===== src/rtl/third_mode_countdown.sv =====
// rtl/third_mode_countdown.sv - timed third-mode session with whole-second countdown and exit request
module third_mode_countdown #(
  parameter int                    CLK_FREQ_HZ = 100_000_000,
  parameter int                    RUN_SECONDS = 60,
  parameter int                    SEC_W       = 7,
  parameter int                    MODE_WIDTH  = 3,
  parameter logic [MODE_WIDTH-1:0] OFF_MODE    = 3'd0,
  parameter logic [MODE_WIDTH-1:0] STAND_MODE  = 3'd1
) (
  input  logic                  clk,
  input  logic                  rstn,
  input  logic [MODE_WIDTH-1:0] current_mode,
  input  logic                  third_mode_toggle,
  input  logic                  menu_signal,
  output logic                  third_active,
  output logic [SEC_W-1:0]      seconds_left,
  output logic                  exit_to_stand,
  output logic                  exit_cause
);

  localparam int               PRE_W    = (CLK_FREQ_HZ > 1) ? $clog2(CLK_FREQ_HZ) : 1;
  localparam logic [PRE_W-1:0] PRE_LAST = PRE_W'(CLK_FREQ_HZ - 1);
  localparam logic [SEC_W-1:0] SEC_INIT = SEC_W'(RUN_SECONDS);
  localparam logic [SEC_W-1:0] SEC_ONE  = SEC_W'(1);

  typedef enum logic [1:0] {
    IDLE = 2'd0,
    RUN  = 2'd1,
    EXIT = 2'd2
  } state_t;

  state_t           state;
  logic [PRE_W-1:0] prescaler;
  logic             tick;

  // One-second tick: the cycle on which the prescaler wraps back to zero
  assign tick = (prescaler == PRE_LAST);

  // Session FSM; OFF mode overrides everything, menu beats a same-cycle final tick
  always_ff @(posedge clk or negedge rstn) begin
    if (!rstn) begin
      state         <= IDLE;
      prescaler     <= '0;
      third_active  <= 1'b0;
      seconds_left  <= '0;
      exit_to_stand <= 1'b0;
      exit_cause    <= 1'b0;
    end else if (current_mode == OFF_MODE) begin
      state         <= IDLE;
      prescaler     <= '0;
      third_active  <= 1'b0;
      seconds_left  <= '0;
      exit_to_stand <= 1'b0;
      exit_cause    <= 1'b0;
    end else begin
      case (state)
        IDLE: begin
          exit_to_stand <= 1'b0;
          if (third_mode_toggle && (current_mode == STAND_MODE)) begin
            state        <= RUN;
            prescaler    <= '0;
            third_active <= 1'b1;
            seconds_left <= SEC_INIT;
          end
        end
        RUN: begin
          if (menu_signal) begin
            state         <= EXIT;
            prescaler     <= '0;
            third_active  <= 1'b0;
            seconds_left  <= '0;
            exit_to_stand <= 1'b1;
            exit_cause    <= 1'b1;
          end else if (tick) begin
            prescaler <= '0;
            if (seconds_left == SEC_ONE) begin
              state         <= EXIT;
              third_active  <= 1'b0;
              seconds_left  <= '0;
              exit_to_stand <= 1'b1;
              exit_cause    <= 1'b0;
            end else begin
              seconds_left <= seconds_left - SEC_ONE;
            end
          end else begin
            prescaler <= prescaler + 1'b1;
          end
        end
        EXIT: begin
          state         <= IDLE;
          exit_to_stand <= 1'b0;
        end
        default: begin
          state         <= IDLE;
          prescaler     <= '0;
          third_active  <= 1'b0;
          seconds_left  <= '0;
          exit_to_stand <= 1'b0;
        end
      endcase
    end
  end

endmodule


===== config.mk =====
export PLATFORM = sky130hd
export DESIGN_NAME = third_mode_countdown
export DESIGN_NICKNAME = d
export VERILOG_FILES = /design/src/rtl/third_mode_countdown.sv
export SDC_FILE = /design/constraint.sdc
export NUM_CORES = 1
export LEC_CHECK = 0
export BUFFER_PORTS_ARGS = -buffer_cell sky130_fd_sc_hd__buf_4
export CORE_ASPECT_RATIO = 1.75
export CORE_UTILIZATION = 50
export DETAILED_ROUTE_END_ITERATION = 8
export PLACE_DENSITY = 0.69
export SLEW_MARGIN = 5
export SYNTH_ARGS = -nofsm -noshare
export SYNTH_HDL_FRONTEND = slang
export SYNTH_SLANG_ARGS = --single-unit

===== constraint.sdc =====
create_clock -name clk -period 3.25 [get_ports clk]
set_clock_uncertainty 0.1 [all_clocks]
set_input_delay 0.1625 -clock clk [delete_from_list [all_inputs] [get_ports clk]]
set_output_delay 0.1625 -clock clk [all_outputs]
set_load 0.05 [all_outputs]

==> out/metrics.yaml, run 1 <==
run_status:
  status: "finished clean"
timing:
  finalCriticalPeriod_ps: 2330
  final_hold_viol_count: 0
  rsz0062_at_grt: "no"
  post-route-period-util_pct: 71.7
  tightest_slew_ps: 684
  fmax_ghz: 0.429
  setup_ws_ps: 921
  drv_slew: 0
  fin_hold_ws_ps: 44.0
  totalNegativeSetupSlack_ps: 0
  setup_viol_count_final: 0
  relSlewSlack_pct: 54.0
cells_and_area:
  diodes: 0
  final_common_cell: "dfrtp_1"
  syn_to_final_growth_pct: 12.8
  fin_nets: 274
  n_fill_cell: 355
  final_cell_mix: "dfrtp_1, nor2_1, buf_4"
  drive_gt1_share_pct: 12.5
  fin_area_um2: 2470
die:
  start_util_pct: 52.7
  std_cell_rows: 31
  die-area_um2: 4660
  core_area_um2: 4150
  fp.dieH_um: 89.5
  ios: 17
  die_x_um: 52.0
clock_network:
  htreeDepth: 2
  cts_root_buf: "clkbuf_8"
  clock_sinks: 39
  numCtsBuffers: 5
  cts_buffer_depth: 2
  clk_pin_slew_ps: 70
  cts_tree: "built"
  clk_latency_ps: 300
  cts_setup_buffers: 0
hold_path:
  min_path_cells: 3
  holdCritStartpoint: "menu_signal"
  hold_end: "exit_cause"
  hold_path_class: "in -> reg"
global_route:
  grt_max_degree: 40
  grt-ovfl-total: 0
  grt_pass1_vias: 1905
  grt_pass1_wl_um: 8330
  antenna_found_initial: 0
  track_usage_pct: 24.3
detailed_routing:
  wl_per_cell_um: 16.0
  drt-total-wl_um: 5020
  ant_nets: 0
  firstDrtPassIters: 5
  viasPerCell: 6.03
  drcViolationCount: 0
  num_vias: 1888
  drt_iter0_drc: 69
synthesis:
  seq_area_frac_synth_pct: 44.6
  ys_ff_latch: 39
  netlist_area_um2: 2190
  synth_top_area_cell: "dfrtp_1"
  ys_warn_count: 0
  yosys.area.top_type_share_pct: 44.6
  synth_edf_count: 0
  yosysUniqueCellTypes: 49
  synthCells: 243
  synth_area_leaders: "dfrtp_1, nor2_1, nand3_1, o21ai_0, a21oi_1"
  synthesis.nets: 253
  synth_area_per_cell_um2: 9.01
  ys.flop_type: "dfrtp_1"
  async_reset_ff_share_pct: 100
placement:
  placed_area_um2: 2360
  place_ws_ps: 929
  place_hpwl_um: 3520
  numPortBuffers: 16
  gp_congestion: 0.864
worst_setup_path:
  rr_endpoint: "seconds_left[1]"
  startpoint_type: "register"
  rr_worst_depth: 6
  cp_data_required_time_ps: 3310
  cp_max_fo: 19
  crit_arrival_ps: 2390
  r2r-start: "prescaler[0]"
  crit_path_end_kind: "register"
  critPathKind: "reg -> reg"
  ff2ff_setup_slack_ps: 920
flow_run:
  cap_violations: 0
pwr:
  p_per_area_nw_per_um2: 469
  peakVddDrop_uv: 385
  p_leak_uw: 0.00101
## metal layers
layer,GRT usage (%),wire length (um)
met5,0,0
met4,12.3,81
met3,4.93,137
met2,43.0,2700
met1,26.7,2100
## worst max-delay path by stage
| stage | start | to | cells past startpoint |
|---|---|---|---|
| 2_1_floorplan | seconds_left[1] | seconds_left[3] | 8 |
| 3_3_place_gp | prescaler[0] | seconds_left[1] | 6 |
| 3_5_place_dp | prescaler[0] | seconds_left[1] | 6 |
| 4_1_cts | prescaler[0] | seconds_left[1] | 6 |
| 5_1_grt | prescaler[0] | seconds_left[1] | 6 |
| 6_report | prescaler[0] | seconds_left[1] | 6 |
## critical path, stage by stage (launching register included)
cell     delay, ps
dfrtp_1        400
ha_1           240
nand3_1        180
or4_4          590
o21a_4         310
nor2_8         250
o22ai_1        140
## flip-flops by register name, summed over array words and instances, names as in the netlist
register       flops
exit_cause         1
state              2
seconds_left       7
third_active       1
exit_to_stand      1
prescaler         27
## Yosys cell counts, types with 8 or more instances
master	n
nand3_1	17
inv_1	9
nor3_1	10
nand2_1	18
nor2_1	25
dfrtp_1	39
a21oi_1	15
o21ai_0	17
or3_1	10
nand4_1	11
xor2_1	8
## layout make-up
cell class / count / area (um2) / share of cell area [%]
clock inverters: 1 / 30.0 / 1.22
inverters: 9 / 33.8 / 1.37
clock buffers: 6 / 72.6 / 2.94
well taps: 49 / 61.3 / 2.48
flip-flops and latches: 39 / 976 / 39.5
repair buffers: 20 / 153 / 6.18
multi-input cells: 189 / 1140 / 46.3
## cells by family (layout without fill, tap and decap cells)
kind of cell | after synthesis | after routing | share of synthesized area [%]
fa+ha+maj | 3 | 3 | 1.72
xor+xnor | 10 | 10 | 4.00
flops | 39 | 39 | 44.6
buf+inv | 15 | 36 | 3.20
simple gates | 116 | 116 | 29.0
compound gates | 60 | 60 | 17.4
## where the power goes
part / total, uW / internal (uW) / switching [uW]
Combinational: 231 / 68.7 / 162
Sequential: 532 / 509 / 23.3
Clock: 394 / 225 / 169
## per-stage QoR
| stage | power (uW) | instances | util [%] |
|---|---|---|---|
| 3_5_place_dp | 773 | 305 | 56.8 |
| 6_report | 1160 | 313 | 59.5 |
| 4_1_cts | 1160 | 313 | 59.5 |
| 2_1_floorplan | 693 | 243 | - |
| 3_3_place_gp | 768 | 305 | 56.8 |
| 5_1_grt | 1210 | 313 | 59.5 |
## repair_timing
action	CTS	global route
gates resized for setup	0	0
hold endpoints to repair	39	0
hold buffers	1	0
No activity file was read; power rests on OpenSTA's default activity.
==> run 2, diff against run 1 <==
- ABC_AREA: default -> 1
- PLACE_DENSITY: 0.69 -> 0.72
- clock period: 3.25 -> 1.9 ns (I/O delays scaled with it)
==> run 2 against run 1 <==
- sequential power is 100% higher
- wire length is 12% higher
- worst hold slack improved by 120 ps
- synthesized area is 9.2% higher
- largest cell class unchanged
- clock power up 89%
- global-route usage grew 2.3 points
- total power rose to 3.0 times the previous value
- via count rose by 15%
- critical path depth increased by 3
- non-clock buffer count rose by 6
- sequential cell count did not move
- synthesized cell count rose by 39%
==> out/metrics.yaml, run 2 <==
placement:
  gp_congestion: 0.868
  numPortBuffers: 16
  place_hpwl_um: 4140
  place_ws_ps: 69.2
synthesis:
  synth_most_common_cell: "nand2_1"
  ys.flop_type: "dfrtp_1"
  synthTopCellsByCount: "nand2_1, nor2_1, inv_1, dfrtp_1, nand3_1"
  netlist_area_um2: 2390
  seq_area_frac_synth_pct: 40.8
  synth_xor_area_share_pct: 4.40
  synthMuxAreaShare_pct: 0
  synthAdderAreaFrac_pct: 1.57
  ys_ff_latch: 39
  synth_top_family_by_area: "simple AND/OR/NAND/NOR gates"
  yosys.area_share.simple_pct: 38.6
  synth_area_per_cell_um2: 7.09
  synth_compound_area_share_pct: 5.24
  synth_edf_count: 0
  async_reset_ff_share_pct: 100
  synth_area_leaders: "dfrtp_1, nand2_1, nor2_1, inv_1, nand3_1"
  synth_top_area_cell: "dfrtp_1"
  synthesis.nets: 347
  yosys.area.top_type_share_pct: 40.8
  ys_warn_count: 0
  yosysUniqueCellTypes: 27
  synthCells: 337
timing:
  final_hold_viol_count: 0
  relSlewSlack_pct: 66.6
  finalCriticalPeriod_ps: 1720
  tightest_slew_ps: 501
  setup_ws_ps: 179
  drv_slew: 0
  post-route-period-util_pct: 90.6
  setup_viol_count_final: 0
  rsz0062_at_grt: "yes"
  fmax_ghz: 0.581
global_route:
  track_usage_pct: 26.5
  grt_pass1_wl_um: 9700
  grt-ovfl-total: 0
  grt_pass1_vias: 2264
  grt_max_degree: 40
  antenna_found_initial: 0
clock_network:
  clk_pin_slew_ps: 90
  cts_tree: "built"
  cts_setup_buffers: 0
  clk_latency_ps: 310
  htreeDepth: 2
  numCtsBuffers: 5
  clock_sinks: 39
  cts_buffer_depth: 2
  cts_root_buf: "clkbuf_8"
worst_setup_path:
  path_buf_inv: 1
  startpoint_type: "register"
  ff2ff_setup_slack_ps: 180
  cp_max_fo: 9
  rr_worst_depth: 9
  crit_top_cell: "nand2_1"
  worstPathCellList: "ha_1 -> inv_1 -> nor2_2 -> nand3_1 -> nor2_4 -> nand4_1 -> nand2_1 -> nand2_1 -> nor2_1"
  cp_data_required_time_ps: 2040
  cp_num_cells: 9
  crit_path_max_incr_delay_ps: 370
  critPathKind: "reg -> reg"
  endpoint: "prescaler[24]"
  crit_start: "prescaler[1]"
  crit_path_end_kind: "register"
  crit_arrival_ps: 1860
  rr_endpoint: "prescaler[24]"
  cp_slowest_cell: "dfrtp_1"
  r2r-start: "prescaler[1]"
  crit_family: "simple AND/OR/NAND/NOR gates"
cells_and_area:
  utilization_pct: 61.4
  drive_gt1_share_pct: 12.8
  top_register: "prescaler"
  final_common_cell: "nand2_1"
  syn_to_final_growth_pct: 15.2
  largest_reg_flops: 27
  diodes: 0
  largestRegisters: "prescaler: 27 flops, seconds_left: 7 flops, state: 2 flops"
  fin_nets: 376
  final_cell_mix: "nand2_1, nor2_1, inv_1"
die:
  die_x_um: 54.3
  fp.dieH_um: 93.5
  start_util_pct: 53.3
  core_area_um2: 4480
  die-area_um2: 5070
  ios: 17
  std_cell_rows: 32
detailed_routing:
  drt-total-wl_um: 5600
  highest-signal-layer: "met4"
  num_vias: 2178
  drt_iter0_drc: 46
  wl_met3_um: 133
  wl_met1_um: 2270
  wl_met2_um: 2970
  ant_nets: 0
  firstDrtPassIters: 4
  viasPerCell: 5.21
  wl_per_cell_um: 13.4
  drcViolationCount: 0
pwr:
  p_leak_uw: 0.00135
  p_per_area_nw_per_um2: 1280
  peakVddDrop_uv: 1150
flow_run:
  cap_violations: 0
run_status:
  status: "finished clean"
hold_path:
  hold_path_class: "in -> reg"
  holdCritStartpoint: "current_mode[2]"
## run 2: worst min path at each step
stage | end | cells past startpoint | slack, ps
after floorplan | exit_cause | 0 | -300
after global placement | prescaler[22] | 1 | 2
after detailed placement | prescaler[26] | 1 | 10
after CTS | exit_cause | 7 | 170
after global routing | exit_to_stand | 6 | 220
final | exit_cause | 7 | 170
## run 2: cell families after synthesis
family	after synthesis
AOI/OAI and AO/OA	22
xor gates and xnor gates	12
DFF	39
adders and majority gates	3
buffers and inverters	54
and+or+nand+nor	207
## run 2: power by group
| part | leakage, uW | internal, uW | switching, uW | total (uW) |
|---|---|---|---|---|
| clock network | 0.0000612 | 425 | 320 | 745 |
| registers | 0.000527 | 972 | 121 | 1090 |
| logic | 0.000760 | 523 | 1170 | 1690 |
## run 2: layout make-up
class | instances | area, um2
Clock buffer | 6 | 82.6
Tap cell | 51 | 63.8
Clock inverter | 2 | 35.0
Timing Repair Buffer | 26 | 213
Inverter | 50 | 188
Sequential cell | 39 | 976
Multi-Input combinational cell | 244 | 1200
Fill cell | 450 | 1730
## run 2: stage by stage
stage / cell area [um2] / hold WS (ps) / TNS, ps / std cells / total power, uW
floorplan: 2390 / -301 / 0 / 337 / 2350
global placement: 2610 / 2.36 / 0 / 408 / 2770
detailed placement: 2610 / 9.52 / 0 / 408 / 2790
CTS: 2750 / 167 / 0 / 418 / 3540
global route: 2750 / 217 / -10.3 / 418 / 3760
finish: 2750 / 165 / 0 / 418 / 3530
## run 2: layer usage
metal | vias to the layer above | track usage [%]
met1 | 1005 | 28.7
li1 | 1115 | -
met4 | 0 | 15.0
met5 | - | 0
met3 | 18 | 3.90
met2 | 40 | 46.1
## run 2: worst reg2reg max path: stages, from the launching register on
cell     delay, ps
dfrtp_1        370
ha_1           170
inv_1           70
nor2_2         120
nand3_1        160
nor2_4         260
nand4_1        190
nand2_1        100
nand2_1         50
nor2_1          90
## run 2: timing repair
action,CTS,global route
hold buffers,2,0
endpoints found under the setup margin,0,12
hold endpoints to repair,40,0
gates resized for setup,0,2
